[src/rtl/vga_timing_pkg.sv]
// Shared 640x480@60 timing constants and types for the VGA output path and the line-buffer reader.
package vga_timing_pkg;

    localparam int H_VISIBLE = 640;
    localparam int H_FP      = 16;
    localparam int H_SYNC    = 96;
    localparam int H_BP      = 48;
    localparam int H_TOTAL   = H_VISIBLE + H_FP + H_SYNC + H_BP;

    localparam int V_VISIBLE = 480;
    localparam int V_FP      = 10;
    localparam int V_SYNC    = 2;
    localparam int V_BP      = 33;
    localparam int V_TOTAL   = V_VISIBLE + V_FP + V_SYNC + V_BP;

    localparam int H_SYNC_START = H_VISIBLE + H_FP;
    localparam int H_SYNC_END   = H_SYNC_START + H_SYNC - 1;
    localparam int V_SYNC_START = V_VISIBLE + V_FP;
    localparam int V_SYNC_END   = V_SYNC_START + V_SYNC - 1;

    localparam int CNT_W = 10;

    typedef logic [CNT_W-1:0] cnt_t;

    typedef struct packed {
        cnt_t hcnt;
        cnt_t vcnt;
        logic active;
        logic hs_raw;
        logic vs_raw;
    } timing_t;

    function automatic logic in_range(input cnt_t v, input int lo, input int hi);
        return (int'(v) >= lo) && (int'(v) <= hi);
    endfunction

endpackage

[src/rtl/vga_sync_counter.sv]
// Raster position counters plus unregistered active/sync decode for the VGA timing generator.
module vga_sync_counter
    import vga_timing_pkg::*;
#(
    parameter int H_VISIBLE = vga_timing_pkg::H_VISIBLE,
    parameter int H_FP      = vga_timing_pkg::H_FP,
    parameter int H_SYNC    = vga_timing_pkg::H_SYNC,
    parameter int H_BP      = vga_timing_pkg::H_BP,
    parameter int V_VISIBLE = vga_timing_pkg::V_VISIBLE,
    parameter int V_FP      = vga_timing_pkg::V_FP,
    parameter int V_SYNC    = vga_timing_pkg::V_SYNC,
    parameter int V_BP      = vga_timing_pkg::V_BP
) (
    input  logic    clk,
    input  logic    areset,
    output timing_t tm
);

    localparam int HT  = H_VISIBLE + H_FP + H_SYNC + H_BP;
    localparam int VT  = V_VISIBLE + V_FP + V_SYNC + V_BP;
    localparam int HSS = H_VISIBLE + H_FP;
    localparam int VSS = V_VISIBLE + V_FP;

    cnt_t hcnt_q, hcnt_d;
    cnt_t vcnt_q, vcnt_d;

    always_comb begin
        hcnt_d = hcnt_q + cnt_t'(1);
        vcnt_d = vcnt_q;
        if (hcnt_q == cnt_t'(HT - 1)) begin
            hcnt_d = '0;
            vcnt_d = (vcnt_q == cnt_t'(VT - 1)) ? '0 : vcnt_q + cnt_t'(1);
        end
    end

    always_ff @(posedge clk or posedge areset) begin
        if (areset) begin
            hcnt_q <= '0;
            vcnt_q <= '0;
        end else begin
            hcnt_q <= hcnt_d;
            vcnt_q <= vcnt_d;
        end
    end

    always_comb begin
        tm.hcnt   = hcnt_q;
        tm.vcnt   = vcnt_q;
        tm.active = (hcnt_q < cnt_t'(H_VISIBLE)) && (vcnt_q < cnt_t'(V_VISIBLE));
        tm.hs_raw = in_range(hcnt_q, HSS, HSS + H_SYNC - 1);
        tm.vs_raw = in_range(vcnt_q, VSS, VSS + V_SYNC - 1);
    end

endmodule

[src/rtl/vga_640x480.sv]
// VGA timing generator and pixel output stage: registered sync/RGB pins plus line/frame prefetch pulses.
module vga_640x480
    import vga_timing_pkg::*;
#(
    parameter int   H_VISIBLE = vga_timing_pkg::H_VISIBLE,
    parameter int   H_FP      = vga_timing_pkg::H_FP,
    parameter int   H_SYNC    = vga_timing_pkg::H_SYNC,
    parameter int   H_BP      = vga_timing_pkg::H_BP,
    parameter int   V_VISIBLE = vga_timing_pkg::V_VISIBLE,
    parameter int   V_FP      = vga_timing_pkg::V_FP,
    parameter int   V_SYNC    = vga_timing_pkg::V_SYNC,
    parameter int   V_BP      = vga_timing_pkg::V_BP,
    parameter logic SYNC_POL  = 1'b0
) (
    input  logic        clk,
    input  logic        areset,
    input  logic [11:0] rgb_in,
    output logic [3:0]  vga_r,
    output logic [3:0]  vga_g,
    output logic [3:0]  vga_b,
    output logic        vga_hs,
    output logic        vga_vs,
    output logic        line_sync,
    output logic        frame_sync
);

    localparam int VT = V_VISIBLE + V_FP + V_SYNC + V_BP;

    timing_t tm;

    vga_sync_counter #(
        .H_VISIBLE (H_VISIBLE),
        .H_FP      (H_FP),
        .H_SYNC    (H_SYNC),
        .H_BP      (H_BP),
        .V_VISIBLE (V_VISIBLE),
        .V_FP      (V_FP),
        .V_SYNC    (V_SYNC),
        .V_BP      (V_BP)
    ) u_cnt (
        .clk    (clk),
        .areset (areset),
        .tm     (tm)
    );

    logic [11:0] rgb_q, rgb_d;
    logic        hs_q, hs_d;
    logic        vs_q, vs_d;
    logic        line_sync_q, line_sync_d;
    logic        frame_sync_q, frame_sync_d;
    logic        frame_valid_q, frame_valid_d;

    always_comb begin
        // Requests go out at the start of h-blank for the line that follows, so the
        // reader has the whole blanking interval to fill the buffer.
        line_sync_d   = (tm.hcnt == cnt_t'(H_VISIBLE)) &&
                        ((tm.vcnt == cnt_t'(VT - 1)) || (tm.vcnt < cnt_t'(V_VISIBLE - 1)));
        frame_sync_d  = (tm.hcnt == cnt_t'(H_VISIBLE)) && (tm.vcnt == cnt_t'(V_VISIBLE));
        frame_valid_d = frame_valid_q | frame_sync_d;
        rgb_d         = (tm.active && frame_valid_q) ? rgb_in : 12'h000;
        hs_d          = tm.hs_raw ? SYNC_POL : ~SYNC_POL;
        vs_d          = tm.vs_raw ? SYNC_POL : ~SYNC_POL;
    end

    always_ff @(posedge clk or posedge areset) begin
        if (areset) begin
            rgb_q         <= 12'h000;
            hs_q          <= ~SYNC_POL;
            vs_q          <= ~SYNC_POL;
            line_sync_q   <= 1'b0;
            frame_sync_q  <= 1'b0;
            frame_valid_q <= 1'b0;
        end else begin
            rgb_q         <= rgb_d;
            hs_q          <= hs_d;
            vs_q          <= vs_d;
            line_sync_q   <= line_sync_d;
            frame_sync_q  <= frame_sync_d;
            frame_valid_q <= frame_valid_d;
        end
    end

    assign vga_r      = rgb_q[11:8];
    assign vga_g      = rgb_q[7:4];
    assign vga_b      = rgb_q[3:0];
    assign vga_hs     = hs_q;
    assign vga_vs     = vs_q;
    assign line_sync  = line_sync_q;
    assign frame_sync = frame_sync_q;

endmodule

[config.mk]
export PLATFORM = sky130hd
export DESIGN_NAME = vga_640x480
export DESIGN_NICKNAME = d
export VERILOG_FILES = /design/src/rtl/vga_timing_pkg.sv /design/src/rtl/vga_sync_counter.sv /design/src/rtl/vga_640x480.sv
export SDC_FILE = /design/constraint.sdc
export NUM_CORES = 1
export LEC_CHECK = 0
export BUFFER_PORTS_ARGS = -buffer_cell sky130_fd_sc_hd__buf_2
export CAP_MARGIN = 20
export CORE_MARGIN = 5
export CORE_UTILIZATION = 35
export DETAILED_ROUTE_END_ITERATION = 10
export PLACE_DENSITY_LB_ADDON = 0.05
export SYNTH_ARGS = -nofsm -noshare
export SYNTH_HDL_FRONTEND = slang
export SYNTH_SLANG_ARGS = --single-unit
[constraint.sdc]
create_clock -name clk -period 3.1 [get_ports clk]
set_clock_uncertainty 0.1 [all_clocks]
set_input_delay 0.93 -clock clk [delete_from_list [all_inputs] [get_ports clk]]
set_output_delay 0.93 -clock clk [all_outputs]
set_load 0.05 [all_outputs]
Word level (Yosys, flattened, before mapping)
Index checks and enable logic that the tools add are counted.

Add/subtract/negate cells: 2. $lt $le $gt $ge: 7. Equal/unequal tests: 4. Multiplexer cells: 5. Bitwise operators: 1. Reductions and logical operators: 7.

Operators by type and width (number): $eq 10x10->1 const B (3); $add 10x1->10 const B (2); $lt 10x9->1 const B (2); $mux 10 (2); $mux 12 (1); $eq 10x9->1 const B (1); $ge 10x10->1 const B (1); $ge 10x9->1 const B (1); $le 10x10->1 const B (1); $le 10x9->1 const B (1); $lt 10x10->1 const B (1); $logic_and 1x1->1 (6); $mux 1 (2); $logic_or 1x1->1 (1); $or 1x1->1 (1).

Bits in registers: 37. Output and inout port bits: 16. Word-level logic and storage cells: 34.

Depth between registers and ports, before layout
Depth in word-level cells: 4. Gate-level depth with buffers: 6. Gate-level depth less buffers: 6.

Modules after synthesis
A second synthesis with hierarchy kept.

Cells, all modules: 156. Area total of the unflattened synthesis: 1699.1 um2.

By module, submodules not included: vga_sync_counter (instances 1, cells each 108, area an instance 1068.5 um2); vga_640x480 (instances 1, cells each 48, area an instance 630.6 um2).

Worst setup path before layout
Ideal clock, no wire load.

Path type: register -> register. From: register u_cnt.hcnt_q[5]. To: register u_cnt.vcnt_q[4]. Setup time: 0.125 ns. Data arrival time: 1.715 ns. Required time: 2.875 ns. Setup slack: 1.160 ns. Stages on the path, launching flop included: 5. Buffers on the path: 0. Clock period less this slack: 1.940 ns. Cells stage by stage: dfrtp_1 or4b_4 nor3_4 nand3_2 mux2_4.

Longest elaborated chain between the ends: 1.

RTL lines: start, declared (line vga_sync_counter.sv:24) `cnt_t hcnt_q, hcnt_d;`; start signal, assigned (line vga_sync_counter.sv:41) `hcnt_q <= hcnt_d;`; $eq 10x10->1 (line vga_sync_counter.sv:30) `if (hcnt_q == cnt_t'(HT - 1)) begin`; end signal, assigned (line vga_sync_counter.sv:42) `vcnt_q <= vcnt_d;`; end, declared (line vga_sync_counter.sv:25) `cnt_t vcnt_q, vcnt_d;`.

No other way between the ends. A chain may end at the register's enable or synchronous reset.

Worst setup path in the final report
Same ends and word-level chain as after synthesis.

==> summary.txt <==
Clocking
  • Clk slew on worst S/H paths: ~70 ps
  • Hold-fix buffers at CTS: 0
  • CTS buffer count: 5
  • Sink Count: 37
  • CTS root buffer: clkbuf_8
  • Postcts setup bufs: 0
  • CTS tree: yes
  • Max Root-Sink Buffers: 2
  • H-Tree Level Count: 2
  • Post-CTS Resized: 0
  • Clk Latency, worst-skew pair: between 200 and 300 ps

Floorplanning
  • CORE AREA: between 4000 and 5000 µm²
  • Die Area: ~6200 µm²
  • DIE WIDTH: just under 80 µm
  • I/O pins: 30
  • Die Ht: 79.0 µm
  • Initial Util: a little over a third
  • Num rows: 25

Critical path
  • CP endpoint kind: flop
  • Worst Setup Start Kind: flop
  • Crit-path max cell delay: approximately 610 ps
  • Slowest CP cell: or4b_4
  • Crit Path Max Fanout: 12
  • CP arrival: around 2300 ps
  • Critical path cell sequence: or4b_4, nor3_4, nand3_2, mux2_4
  • Setup Crit Path Kind: flop to flop
  • Req. time, crit path: 3180 ps

Status
  • Status: completed

Global route
  • Total GRT Usage: ~11%
  • Initial antenna violation count: 0
  • Largest net degree at the start of global routing: 38
  • Grt total ovfl: 0
  • First-pass GRT wire length: around 5400 µm
  • Vias in the first global route: around 1200

Logic synthesis
  • Synth Net Count: 164
  • Count leader, synth: dfrtp_1
  • Sequential-to-total area share from yosys stat: 55.7%
  • Predominant post-synthesis flop cell: dfrtp_1
  • Number of synthesized flops with an enable pin: 0
  • Warnings from Yosys: 0
  • Largest area contributor in the netlist: dfrtp_1
  • Synth Instances: 145
  • Syn Std Cell Area: between 1500 and 2000 µm²
  • Syn avg cell area: approximately 11 µm²
  • Synth top area cells: dfrtp_1 (53%), and2_1 (5.3%), ha_1 (3.8%)
  • Yosys reg bits: 37
  • Most frequent cells after synthesis: dfrtp_1 (35), and2_1 (14), nand3_1 (12), nor2_1 (11), nand4_1 (7)
  • Yosys top cell area share: between 50% and 60%
  • Async set-reset flop share out of synthesis: 100%
  • Netlist cell types: 38

Final layout
  • Area delta synth->final: 17.3%
  • Layout cells sized above 1: roughly 24%
  • Final net count: 199
  • Number of diodes: 0

Route
  • Residual DRC count: 0
  • DR pass1 iterations: 4
  • ANT nets after route: 0
  • First DRT Iteration DRCs: 17
  • Wire per inst: around 14 µm
  • Vias/cell: a little under 5
  • Post-Route WL: about 3200 µm
  • Via count: 1169

STA
  • Hold Violations, Final: 0
  • Final TNS setup: 0 ps
  • Crit share post-route: approximately 70%
  • Hold Slack: ~370 ps
  • Tmin final: ~2200 ps
  • Max-Slew Margin vs Limit: between 60% and 70%
  • Worst slew pin tran: 488 ps
  • Finish-stage setup viols: 0
  • FMAX: 460 MHz
  • Fin. max-slew vios: 0
  • RSZ-0062 raised after global routing: no

Placed design
  • Post-DP HPWL: about 2200 µm
  • RePlAce Congestion: 0.731
  • PortBufs: 29

Power
  • Leak: roughly 0.99 nW
  • Power Dens Cells: 418 nW/µm²
  • Worst VDD drop: ~0.0002 V

Min path
  • Hold Path Class: flop to flop

Run
  • Max-cap violations: 0
==> flip-flops by register name, indices dropped and copies added (netlist names) <==
name	flops
rgb_q	12
vga_vs	1
u_cnt.vcnt_q	10
line_sync	1
frame_valid_q	1
frame_sync	1
vga_hs	1
u_cnt.hcnt_q	10
==> where the power goes <==
part	internal, mW	switching (mW)	leakage (nW)
Clock	0.160	0.157	0.0395
Combinational	0.00660	0.0106	0.454
Sequential	0.483	0	0.496
==> placed cells by master (no fill, tap or decap), types with 2 or more instances in the layout <==
cell / n
nand4_1: 7
nand2b_1: 3
clkbuf_1: 3
and3_1: 2
and4_1: 2
inv_1: 6
nand2_1: 2
ha_1: 5
buf_2: 29
clkbuf_8: 5
and2_1: 14
nor2b_1: 2
dfstp_2: 2
xor2_1: 4
o211ai_1: 2
dfrtp_1: 35
nand3_1: 12
nor4b_1: 2
o21ai_0: 5
xnor2_1: 6
nor2_1: 11
buf_4: 2
a21oi_1: 3
==> routing by layer <==
layer / track usage [%] / up-vias / share of wire (%)
met1: 14.2 / 548 / 48
met5: 0 / - / 0
li1: - / 582 / -
met4: 3.78 / 0 / 1.3
met2: 16.8 / 34 / 42
met3: 5.22 / 5 / 9.0
==> critical path: cells and delay by family (launching register included) <==
kind	cells	cell delay (ps)
flops	1	450
mux	1	310
simple gates	3	1210
==> worst paths after layout <==
path,startpoint,endpoint,slack [ps],cells after the start
worst min-delay path,frame_valid_q,frame_valid_q,370,1
min in group asynchronous,areset,rgb_q[0],640,3
worst max-delay path,u_cnt.hcnt_q[5],u_cnt.vcnt_q[4],930,4
worst max register to register,u_cnt.hcnt_q[5],u_cnt.vcnt_q[4],930,4
worst min register to register,frame_valid_q,frame_valid_q,370,1
max in group asynchronous,areset,vga_vs,1900,3
==> layout make-up <==
| type | count | area (µm²) |
|---|---|---|
| Tap cell | 54 | 67.6 |
| Sequential cell | 37 | 928 |
| Inverter | 6 | 22.5 |
| Multi-Input combinational cell | 99 | 697 |
| Clock buffer | 8 | 80.1 |
| Fill cell | 458 | 2710 |
| Timing Repair Buffer | 31 | 160 |
==> kinds of logic after synthesis <==
family | count (synthesis) | synth area share (%)
multiplexers | 1 | 0.901
flip-flops | 37 | 55.7
XOR/XNOR | 10 | 5.26
AND/OR/NAND/NOR | 67 | 25.7
buffers and inverters | 9 | 2.48
AO/OA/AOI/OAI | 16 | 6.23
adder cells (fa/ha/maj) | 5 | 3.75
==> per-stage QoR <==
step | total power, mW | std cells | worst slack (ps) | instance area (µm²) | utilization [%]
3_5_place_dp | 0.510 | 227 | 904 | 1880 | 40.2
5_1_grt | 0.864 | 235 | 776 | 1960 | 42.0
4_1_cts | 0.836 | 235 | 900 | 1960 | 42.0
2_1_floorplan | 0.499 | 145 | 1160 | 1670 | -
6_report | 0.817 | 235 | 927 | 1960 | 42.0
3_3_place_gp | 0.510 | 227 | 953 | 1880 | 40.2
No activity file was read; power rests on OpenSTA's default activity.
